## config.mk

```make
export PLATFORM = sky130hd
export DESIGN_NAME = inert_spi_serf_flat
export DESIGN_NICKNAME = d
export VERILOG_FILES = /design/src/rtl/inert_spi_serf_if.sv /design/src/rtl/inert_spi_serf.sv /design/src/flat_wrapper.sv
export SDC_FILE = /design/constraint.sdc
export NUM_CORES = 1
export LEC_CHECK = 0
export CORE_UTILIZATION = 60
export DETAILED_ROUTE_END_ITERATION = 16
export PLACE_DENSITY = 0.9
export SYNTH_ARGS = -nofsm -noshare
export SYNTH_HDL_FRONTEND = slang
export SYNTH_SLANG_ARGS = --single-unit
```

## constraint.sdc

```tcl
create_clock -name clk -period 5.2 [get_ports clk]
set_clock_uncertainty 0.2 [all_clocks]
set_input_delay 1.56 -clock clk [delete_from_list [all_inputs] [get_ports clk]]
set_output_delay 1.56 -clock clk [all_outputs]
set_load 0.03 [all_outputs]
```

## src/rtl/inert_spi_serf_if.sv

```systemverilog
// SPI link between the monarch and the inertial-sensor serf.
// SS_n, SCLK and MOSI come from the monarch. MISO comes from the serf.
interface inert_spi_serf_if;
    logic SS_n;
    logic SCLK;
    logic MOSI;
    logic MISO;

    modport master (output SS_n, output SCLK, output MOSI, input MISO);
    modport slave  (input SS_n, input SCLK, input MOSI, output MISO);
endinterface

```

## src/rtl/inert_spi_serf.sv

```systemverilog
// Inertial sensor SPI serf: decodes 16-bit command frames into config registers,
// answers reads from a register map and raises a periodic data-ready interrupt.
module inert_spi_serf #(
    parameter int         INT_PERIOD = 4096,
    parameter logic [7:0] WHO_AM_I   = 8'h6A
) (
    input  logic              clk,
    input  logic              rst_n,
    inert_spi_serf_if.slave   spi,
    input  logic [15:0]       ptch_rt,
    input  logic [15:0]       AZ,
    output logic              INT
);
    localparam int TW = (INT_PERIOD > 1) ? $clog2(INT_PERIOD) : 1;

    logic ss_s1_q, ss_s2_q, ss_s3_q, ss_s1_d, ss_s2_d, ss_s3_d;
    logic sclk_s1_q, sclk_s2_q, sclk_s3_q, sclk_s1_d, sclk_s2_d, sclk_s3_d;
    logic mosi_s1_q, mosi_s2_q, mosi_s1_d, mosi_s2_d;
    logic [4:0]    bit_cnt_q, bit_cnt_d;
    logic [15:0]   rx_q, rx_d;
    logic [7:0]    tx_q, tx_d;
    logic [7:0]    reg_0d_q, reg_0d_d, reg_10_q, reg_10_d;
    logic [7:0]    reg_11_q, reg_11_d, reg_14_q, reg_14_d;
    logic [15:0]   snap_ptch_q, snap_ptch_d, snap_az_q, snap_az_d;
    logic [TW-1:0] timer_q, timer_d;
    logic          int_q, int_d;

    logic ss_fall, ss_rise, sclk_rise, sclk_fall;
    logic frame_done, int_en, tick, int_clr;
    logic [7:0] rd_data;

    assign ss_fall    = ss_s3_q & ~ss_s2_q;
    assign ss_rise    = ~ss_s3_q & ss_s2_q;
    assign sclk_rise  = ~sclk_s3_q & sclk_s2_q;
    assign sclk_fall  = sclk_s3_q & ~sclk_s2_q;
    assign frame_done = ss_rise && (bit_cnt_q == 5'd16);
    assign int_en     = reg_0d_q[1];
    assign tick       = int_en && (timer_q == TW'(INT_PERIOD - 1));
    assign int_clr    = frame_done && rx_q[15] && (rx_q[14:8] == 7'h22);

    assign spi.MISO = tx_q[7] & ~ss_s2_q;
    assign INT      = int_q;

    // Address is the low 7 bits of rx once the command byte has been shifted in.
    always_comb begin
        rd_data = 8'h00;
        case (rx_q[6:0])
            7'h0D:   rd_data = reg_0d_q;
            7'h0F:   rd_data = WHO_AM_I;
            7'h10:   rd_data = reg_10_q;
            7'h11:   rd_data = reg_11_q;
            7'h14:   rd_data = reg_14_q;
            7'h22:   rd_data = snap_ptch_q[7:0];
            7'h23:   rd_data = snap_ptch_q[15:8];
            7'h2C:   rd_data = snap_az_q[7:0];
            7'h2D:   rd_data = snap_az_q[15:8];
            default: rd_data = 8'h00;
        endcase
    end

    always_comb begin
        ss_s1_d     = spi.SS_n;
        ss_s2_d     = ss_s1_q;
        ss_s3_d     = ss_s2_q;
        sclk_s1_d   = spi.SCLK;
        sclk_s2_d   = sclk_s1_q;
        sclk_s3_d   = sclk_s2_q;
        mosi_s1_d   = spi.MOSI;
        mosi_s2_d   = mosi_s1_q;
        bit_cnt_d   = bit_cnt_q;
        rx_d        = rx_q;
        tx_d        = tx_q;
        reg_0d_d    = reg_0d_q;
        reg_10_d    = reg_10_q;
        reg_11_d    = reg_11_q;
        reg_14_d    = reg_14_q;
        snap_ptch_d = snap_ptch_q;
        snap_az_d   = snap_az_q;
        timer_d     = timer_q;
        int_d       = int_q;

        if (ss_fall) begin
            bit_cnt_d = 5'd0;
            rx_d      = 16'h0000;
            tx_d      = 8'h00;
        end else if (!ss_s2_q) begin
            if (sclk_rise) begin
                rx_d = {rx_q[14:0], mosi_s2_q};
                if (bit_cnt_q != 5'd16)
                    bit_cnt_d = bit_cnt_q + 5'd1;
            end
            if (sclk_fall) begin
                if (bit_cnt_q == 5'd8) begin
                    if (rx_q[7])
                        tx_d = rd_data;
                end else if (bit_cnt_q > 5'd8) begin
                    tx_d = {tx_q[6:0], 1'b0};
                end
            end
        end

        if (frame_done && !rx_q[15]) begin
            case (rx_q[14:8])
                7'h0D:   reg_0d_d = rx_q[7:0];
                7'h10:   reg_10_d = rx_q[7:0];
                7'h11:   reg_11_d = rx_q[7:0];
                7'h14:   reg_14_d = rx_q[7:0];
                default: ;
            endcase
        end

        // A clear in the same cycle as a tick wins; that tick is simply lost.
        if (!int_en) begin
            timer_d = '0;
            int_d   = 1'b0;
        end else begin
            timer_d = tick ? '0 : timer_q + TW'(1);
            if (int_clr) begin
                int_d = 1'b0;
            end else if (tick && !int_q) begin
                snap_ptch_d = ptch_rt;
                snap_az_d   = AZ;
                int_d       = 1'b1;
            end
        end
    end

    always_ff @(posedge clk or negedge rst_n) begin
        if (!rst_n) begin
            ss_s1_q     <= 1'b1;
            ss_s2_q     <= 1'b1;
            ss_s3_q     <= 1'b1;
            sclk_s1_q   <= 1'b0;
            sclk_s2_q   <= 1'b0;
            sclk_s3_q   <= 1'b0;
            mosi_s1_q   <= 1'b0;
            mosi_s2_q   <= 1'b0;
            bit_cnt_q   <= 5'd0;
            rx_q        <= 16'h0000;
            tx_q        <= 8'h00;
            reg_0d_q    <= 8'h00;
            reg_10_q    <= 8'h00;
            reg_11_q    <= 8'h00;
            reg_14_q    <= 8'h00;
            snap_ptch_q <= 16'h0000;
            snap_az_q   <= 16'h0000;
            timer_q     <= '0;
            int_q       <= 1'b0;
        end else begin
            ss_s1_q     <= ss_s1_d;
            ss_s2_q     <= ss_s2_d;
            ss_s3_q     <= ss_s3_d;
            sclk_s1_q   <= sclk_s1_d;
            sclk_s2_q   <= sclk_s2_d;
            sclk_s3_q   <= sclk_s3_d;
            mosi_s1_q   <= mosi_s1_d;
            mosi_s2_q   <= mosi_s2_d;
            bit_cnt_q   <= bit_cnt_d;
            rx_q        <= rx_d;
            tx_q        <= tx_d;
            reg_0d_q    <= reg_0d_d;
            reg_10_q    <= reg_10_d;
            reg_11_q    <= reg_11_d;
            reg_14_q    <= reg_14_d;
            snap_ptch_q <= snap_ptch_d;
            snap_az_q   <= snap_az_d;
            timer_q     <= timer_d;
            int_q       <= int_d;
        end
    end
endmodule

```

## src/flat_wrapper.sv

```systemverilog
// flat-port wrapper written by rule: the top's interface ports become plain ports
module inert_spi_serf_flat 
#(
    parameter int         INT_PERIOD = 4096,
    parameter logic [7:0] WHO_AM_I   = 8'h6A
)
  (clk, rst_n, ptch_rt, AZ, INT, spi_SS_n, spi_SCLK, spi_MOSI, spi_MISO);
  inert_spi_serf_if spi_i ();
  input  logic clk;
  input  logic rst_n;
  input  logic [15:0] ptch_rt;
  input  logic [15:0] AZ;
  output logic INT;
  input wire logic [$bits(spi_i.SS_n)-1:0] spi_SS_n;
  input wire logic [$bits(spi_i.SCLK)-1:0] spi_SCLK;
  input wire logic [$bits(spi_i.MOSI)-1:0] spi_MOSI;
  output wire logic [$bits(spi_i.MISO)-1:0] spi_MISO;
  assign spi_i.SS_n = spi_SS_n;
  assign spi_i.SCLK = spi_SCLK;
  assign spi_i.MOSI = spi_MOSI;
  assign spi_MISO = spi_i.MISO;
  inert_spi_serf #(.INT_PERIOD(INT_PERIOD), .WHO_AM_I(WHO_AM_I)) u_core (.clk(clk), .rst_n(rst_n), .spi(spi_i), .ptch_rt(ptch_rt), .AZ(AZ), .INT(INT));
endmodule
```

## After elaboration in Yosys (flattened, before gate mapping)

Cells that the tools add are included.

- Input port bits: 37
- Logic and storage cells: 92
- Flip-flop bits (word level): 114

- Reductions and logical operators: 20
- Muxes and demuxes: 19
- Eq/ne operators: 21
- Magnitude comparators: 1
- Bitwise logic cells: 10
- Add/sub/neg operators: 2

Operator list:

| cell | count |
|---|---|
| $pmux W8 S9 | 1 |
| $mux W16 | 3 |
| $mux W8 | 6 |
| $eq A7 B5 Y1 const B | 6 |
| $eq A7 B6 Y1 const B | 5 |
| $mux W12 | 2 |
| $eq A7 B4 Y1 const B | 3 |
| $mux W5 | 4 |
| $add A12 B1 Y12 const B | 1 |
| $eq A12 B12 Y1 const B | 1 |
| $reduce_and A2 Y1 | 5 |
| $logic_and A1 B1 Y1 | 6 |
| $reduce_and A3 Y1 | 2 |
| $reduce_bool A2 Y1 | 3 |
| $add A5 B1 Y5 const B | 1 |
| $and A1 B1 Y1 | 5 |
| $eq A5 B4 Y1 const B | 1 |
| $eq A5 B5 Y1 const B | 1 |
| $gt A5 B4 Y1 const B | 1 |
| $ne A5 B5 Y1 const B | 1 |
| $not A1 Y1 | 5 |
| $reduce_and A4 Y1 | 1 |
| $mux W1 | 3 |
| $ne A3 B1 Y1 const B | 1 |
| other kinds (4) | 5 |

## Depth between registers and ports, before layout

- Depth after elaboration: 7
- Mapped depth: 8
- Gate-level depth less buffers: 7

## Worst setup path after synthesis

OpenSTA, ideal clock, no wires.

- Path type: flip-flop to output port
- From: register u_core.ss_s2_q
- To: output spi_MISO
- Stages on the path, launching flop included: 4
- Path slack: 2.300 ns
- Arrival: 1.140 ns
- Cells stage by stage: dfstp_2 -> clkbuf_1 -> clkbuf_1 -> nor2_1

- Cells in the longest elaborated chain, start to end: 2

Ends and longest elaborated chain:

| element | line | RTL |
|---|---|---|
| from (decl) | inert_spi_serf.sv:16 | `logic ss_s1_q, ss_s2_q, ss_s3_q, ss_s1_d, ss_s2_d, ss_s3_d;` |
| from (signal assigned) | inert_spi_serf.sv:151 | `ss_s2_q <= ss_s2_d;` |
| $not A1 Y1 | inert_spi_serf.sv:41 | `assign spi.MISO = tx_q[7] & ~ss_s2_q;` |
| $and A1 B1 Y1 | inert_spi_serf.sv:41 |  |
| to (decl) | flat_wrapper.sv:17 | `output wire logic [$bits(spi_i.MISO)-1:0] spi_MISO;` |

Every way passes these cells.

## Final worst setup path

Same ends and word-level chain as after synthesis.

==> impl_metrics.env <==
export IMPL_outcome="complete, no violations"
export IMPL_synth_area_per_cell_um2=11.9
export IMPL_clk_insertion_delay_late_ns=0.52
export IMPL_final_min_period_over_clock_period_pct=72.2
export IMPL_drtPass1Iterations=9
export IMPL_drtIter0Drc=300
export IMPL_power_per_cell_area_nw_per_um2=351
export IMPL_final_layout_size_suffix_gt1_share_pct=23.3
export IMPL_post_cts_resize_count=0
export IMPL_gr_total_overflow=0
export IMPL_tritoncts="built"
export IMPL_met2_wirelength_um=6150
export IMPL_worstSetupPathType="register to primary output"
export IMPL_hold_path_class="register to register"
export IMPL_placeableCoreArea_um2=8380
export IMPL_cts_buffers_inserted=17
export IMPL_antenna_found_initial=0
export IMPL_ys_warnings_count=0
export IMPL_clock_sinks=114
export IMPL_pwr_share_comb_pct=4.1
export IMPL_route_detailed_drc=0
export IMPL_postSynth_asyncResetShare_pct=100
export IMPL_die_area_um2=9250
export IMPL_yosys_register_bits=114
export IMPL_hold_viol_final=0
export IMPL_postSynth_topFlopCell="sky130_fd_sc_hd__dfrtp_1"
export IMPL_worst_endpoint_arrival_ns=2.00
export IMPL_timing_critical_path_from_type="register"
export IMPL_postSynthCellCount=446
export IMPL_share_seq_of_total_power_pct=40.8
export IMPL_critical_path_required_ns=3.44
export IMPL_die_w_um=96.2
export IMPL_grt_start_max_net_pins=86
export IMPL_power_clock_fraction_pct=55.1
export IMPL_first_global_vias=3866
export IMPL_n_antenna_cell=0
export IMPL_layout_commonest_cell="sky130_fd_sc_hd__dfrtp_1"
export IMPL_timing_critical_path_fanout_max=27
export IMPL_cts_max_level=4
export IMPL_cts_root_to_sink_buffers=2
export IMPL_globalplace_congestion=0.866
export IMPL_i_o_pin_count=39
export IMPL_internal_power_uw=1770
export IMPL_clk_root_buffer_cell="sky130_fd_sc_hd__clkbuf_8"
export IMPL_initial_core_util_pct=63.5
export IMPL_die_y_um=96.2
export IMPL_cts_hold_fix_buffers=0
export IMPL_worstMarginPinSlew_ns=1.16
export IMPL_syn_num_nets=486
export IMPL_slew_headroom_pct=22.2
export IMPL_numPortBuffers=38
export IMPL_commonest_cells_after_routing_fill_and_taps_aside="111 x sky130_fd_sc_hd__dfrtp_1, 61 x sky130_fd_sc_hd__mux2_2, 37 x sky130_fd_sc_hd__clkdlybuf4s50_1"
export IMPL_m1WireLength_um=4990
export IMPL_endpoint_kind="primary output"
export IMPL_power_switching_uw=468
export IMPL_timing_max_cap_violations=0
export IMPL_drv_slew=0
export IMPL_final_cells=599
export IMPL_power_leakage_uw=0.00280
export IMPL_placed_area_um2=5760
export IMPL_vias_per_cell=6.49
export IMPL_route_final_wire_length_um=12400
export IMPL_dp_cells=567
export IMPL_vias=3885
export IMPL_synthToLayoutAreaGrowth_pct=20.0
export IMPL_synth_enable_flop_cells=0
export IMPL_final_area_um2=6390
export IMPL_finalSetupViolCount=0
export IMPL_fmax_mhz=266
export IMPL_rows=33
export IMPL_grt_setup_unrepaired="no"
export IMPL_switching_share_pct=20.9
export IMPL_route_antenna_remaining_nets=0
export IMPL_path_clk_slew_ns=0.06
export IMPL_cts_repair_timing_setup_buffer_count=0
export IMPL_totalNegativeSetupSlack_ns=0
export IMPL_groute_usage_overall_pct=28.9
export IMPL_dp_hpwl_um=7500
export IMPL_fin_crit_ns=3.76
export IMPL_grt_pass1_wl_um=19600
export IMPL_synth_seq_area_share_pct=53.7
export IMPL_topRoutingLayerUsed="met4"
export IMPL_met3_wirelength_um=806
export IMPL_wl_per_cell_um=20.8
export IMPL_nets=521
export IMPL_vdd_ir_drop_worst_v=0.000265
export IMPL_syn_cell_area_um2=5320
export IMPL_synth_distinct_cells=54
-- path summary, 6_finish.rpt --
path	start	endpoint	slack [ns]	cells past startpoint
worst max-delay path	u_core.ss_s2_q	spi_MISO	1.44	2
worst min-delay path	u_core.sclk_s1_q	u_core.sclk_s2_q	0.15	0
worst max register to register	u_core.rx_q[5]	u_core.tx_q[1]	2.08	5
worst min register to register	u_core.sclk_s1_q	u_core.sclk_s2_q	0.15	0
max in group asynchronous	rst_n	u_core.snap_az_q[1]	2.91	2
min in group asynchronous	rst_n	u_core.timer_q[3]	1.03	1
-- cells in the mapped netlist (3+ instances only) --
| master | n | area share, % |
|---|---|---|
| sky130_fd_sc_hd__clkbuf_1 | 18 | 1.3 |
| sky130_fd_sc_hd__ha_1 | 3 | 0.71 |
| sky130_fd_sc_hd__o21ai_0 | 18 | 1.7 |
| sky130_fd_sc_hd__and2_1 | 3 | 0.35 |
| sky130_fd_sc_hd__o32ai_1 | 3 | 0.49 |
| sky130_fd_sc_hd__nor2_1 | 24 | 1.7 |
| sky130_fd_sc_hd__mux2i_1 | 16 | 3.0 |
| sky130_fd_sc_hd__nand4_1 | 5 | 0.59 |
| sky130_fd_sc_hd__a22o_1 | 7 | 1.2 |
| sky130_fd_sc_hd__mux2_4 | 8 | 2.3 |
| sky130_fd_sc_hd__a211oi_1 | 4 | 0.56 |
| sky130_fd_sc_hd__buf_2 | 3 | 0.28 |
| sky130_fd_sc_hd__buf_1 | 4 | 0.28 |
| sky130_fd_sc_hd__nand2b_1 | 5 | 0.59 |
| sky130_fd_sc_hd__dfstp_2 | 3 | 1.5 |
| sky130_fd_sc_hd__xnor2_1 | 5 | 0.82 |
| sky130_fd_sc_hd__nor3_1 | 7 | 0.66 |
| sky130_fd_sc_hd__and3_1 | 3 | 0.35 |
| sky130_fd_sc_hd__dfrtp_1 | 111 | 52 |
| sky130_fd_sc_hd__nor4_1 | 4 | 0.47 |
| sky130_fd_sc_hd__nor2b_1 | 5 | 0.59 |
| sky130_fd_sc_hd__nand3_1 | 6 | 0.56 |
| sky130_fd_sc_hd__mux2_2 | 61 | 13 |
| sky130_fd_sc_hd__and4_1 | 3 | 0.49 |
| sky130_fd_sc_hd__a221oi_1 | 3 | 0.49 |
| sky130_fd_sc_hd__o221ai_1 | 7 | 1.2 |
| sky130_fd_sc_hd__a22oi_1 | 3 | 0.42 |
| sky130_fd_sc_hd__or3_1 | 4 | 0.47 |
| sky130_fd_sc_hd__xor2_1 | 8 | 1.3 |
| sky130_fd_sc_hd__a21oi_1 | 16 | 1.5 |
| sky130_fd_sc_hd__inv_1 | 13 | 0.92 |
| sky130_fd_sc_hd__nand2_1 | 28 | 2.0 |
| sky130_fd_sc_hd__o22ai_1 | 7 | 0.82 |
-- cell type report --
class | count | area, um2
Clock buffer | 24 | 480
Clock inverter | 8 | 149
Fill cell | 471 | 1990
Inverter | 13 | 48.8
Multi-Input combinational cell | 293 | 2310
Sequential cell | 114 | 2860
Tap cell | 105 | 131
Timing Repair Buffer | 42 | 408
-- through the flow --
| stage | setup slack (ns) | hold slack, ns | power (uW) | util (%) |
|---|---|---|---|---|
| floorplan | 2.30 | 0.131 | 965 | - |
| global placement | 2.00 | 0.134 | 1020 | 68.7 |
| detailed placement | 1.98 | 0.136 | 1020 | 68.7 |
| CTS | 1.44 | 0.149 | 2240 | 76.2 |
| global route | 1.38 | 0.159 | 2290 | 76.2 |
| finish | 1.44 | 0.146 | 2240 | 76.2 |
-- power groups by stage --
stage | logic [uW] | registers (uW) | clock network [uW]
floorplan | 42.3 | 922 | 0
global placement | 89.4 | 927 | 0
detailed placement | 92.3 | 928 | 0
CTS | 93.4 | 913 | 1240
global route | 103 | 914 | 1280
finish | 92.7 | 913 | 1230
-- worst max-delay path: stages, from the launching register on --
cell and delay (ns):
sky130_fd_sc_hd__dfstp_2 0.78, sky130_fd_sc_hd__nor2_1 0.09, sky130_fd_sc_hd__clkdlybuf4s50_1 0.61
-- cells by family after synthesis --
logic type / Yosys count / share of synthesized area (%)
AND/OR/NAND/NOR: 114 / 12.4
buffers and inverters: 39 / 2.96
flip-flops: 114 / 53.7
multiplexers: 85 / 18.2
AO/OA/AOI/OAI: 78 / 9.97
XOR/XNOR: 13 / 2.14
adder cells (fa/ha/maj): 3 / 0.705
-- per-layer routing --
| layer | up-vias | track usage (%) |
|---|---|---|
| li1 | 1696 | - |
| met1 | 1952 | 35.9 |
| met2 | 178 | 45.5 |
| met3 | 59 | 8.61 |
| met4 | 0 | 15.3 |
| met5 | - | 0 |
-- sequential cells by signal, indices dropped and copies added (netlist names), 5 cells and up --
signal              cells
u_core.bit_cnt_q        5
u_core.reg_11_q         8
u_core.tx_q             8
u_core.timer_q         12
u_core.snap_az_q       16
u_core.rx_q            16
u_core.reg_10_q         8
u_core.reg_0d_q         8
u_core.reg_14_q         8
u_core.snap_ptch_q     16
Power figures use the tool's default switching activity.
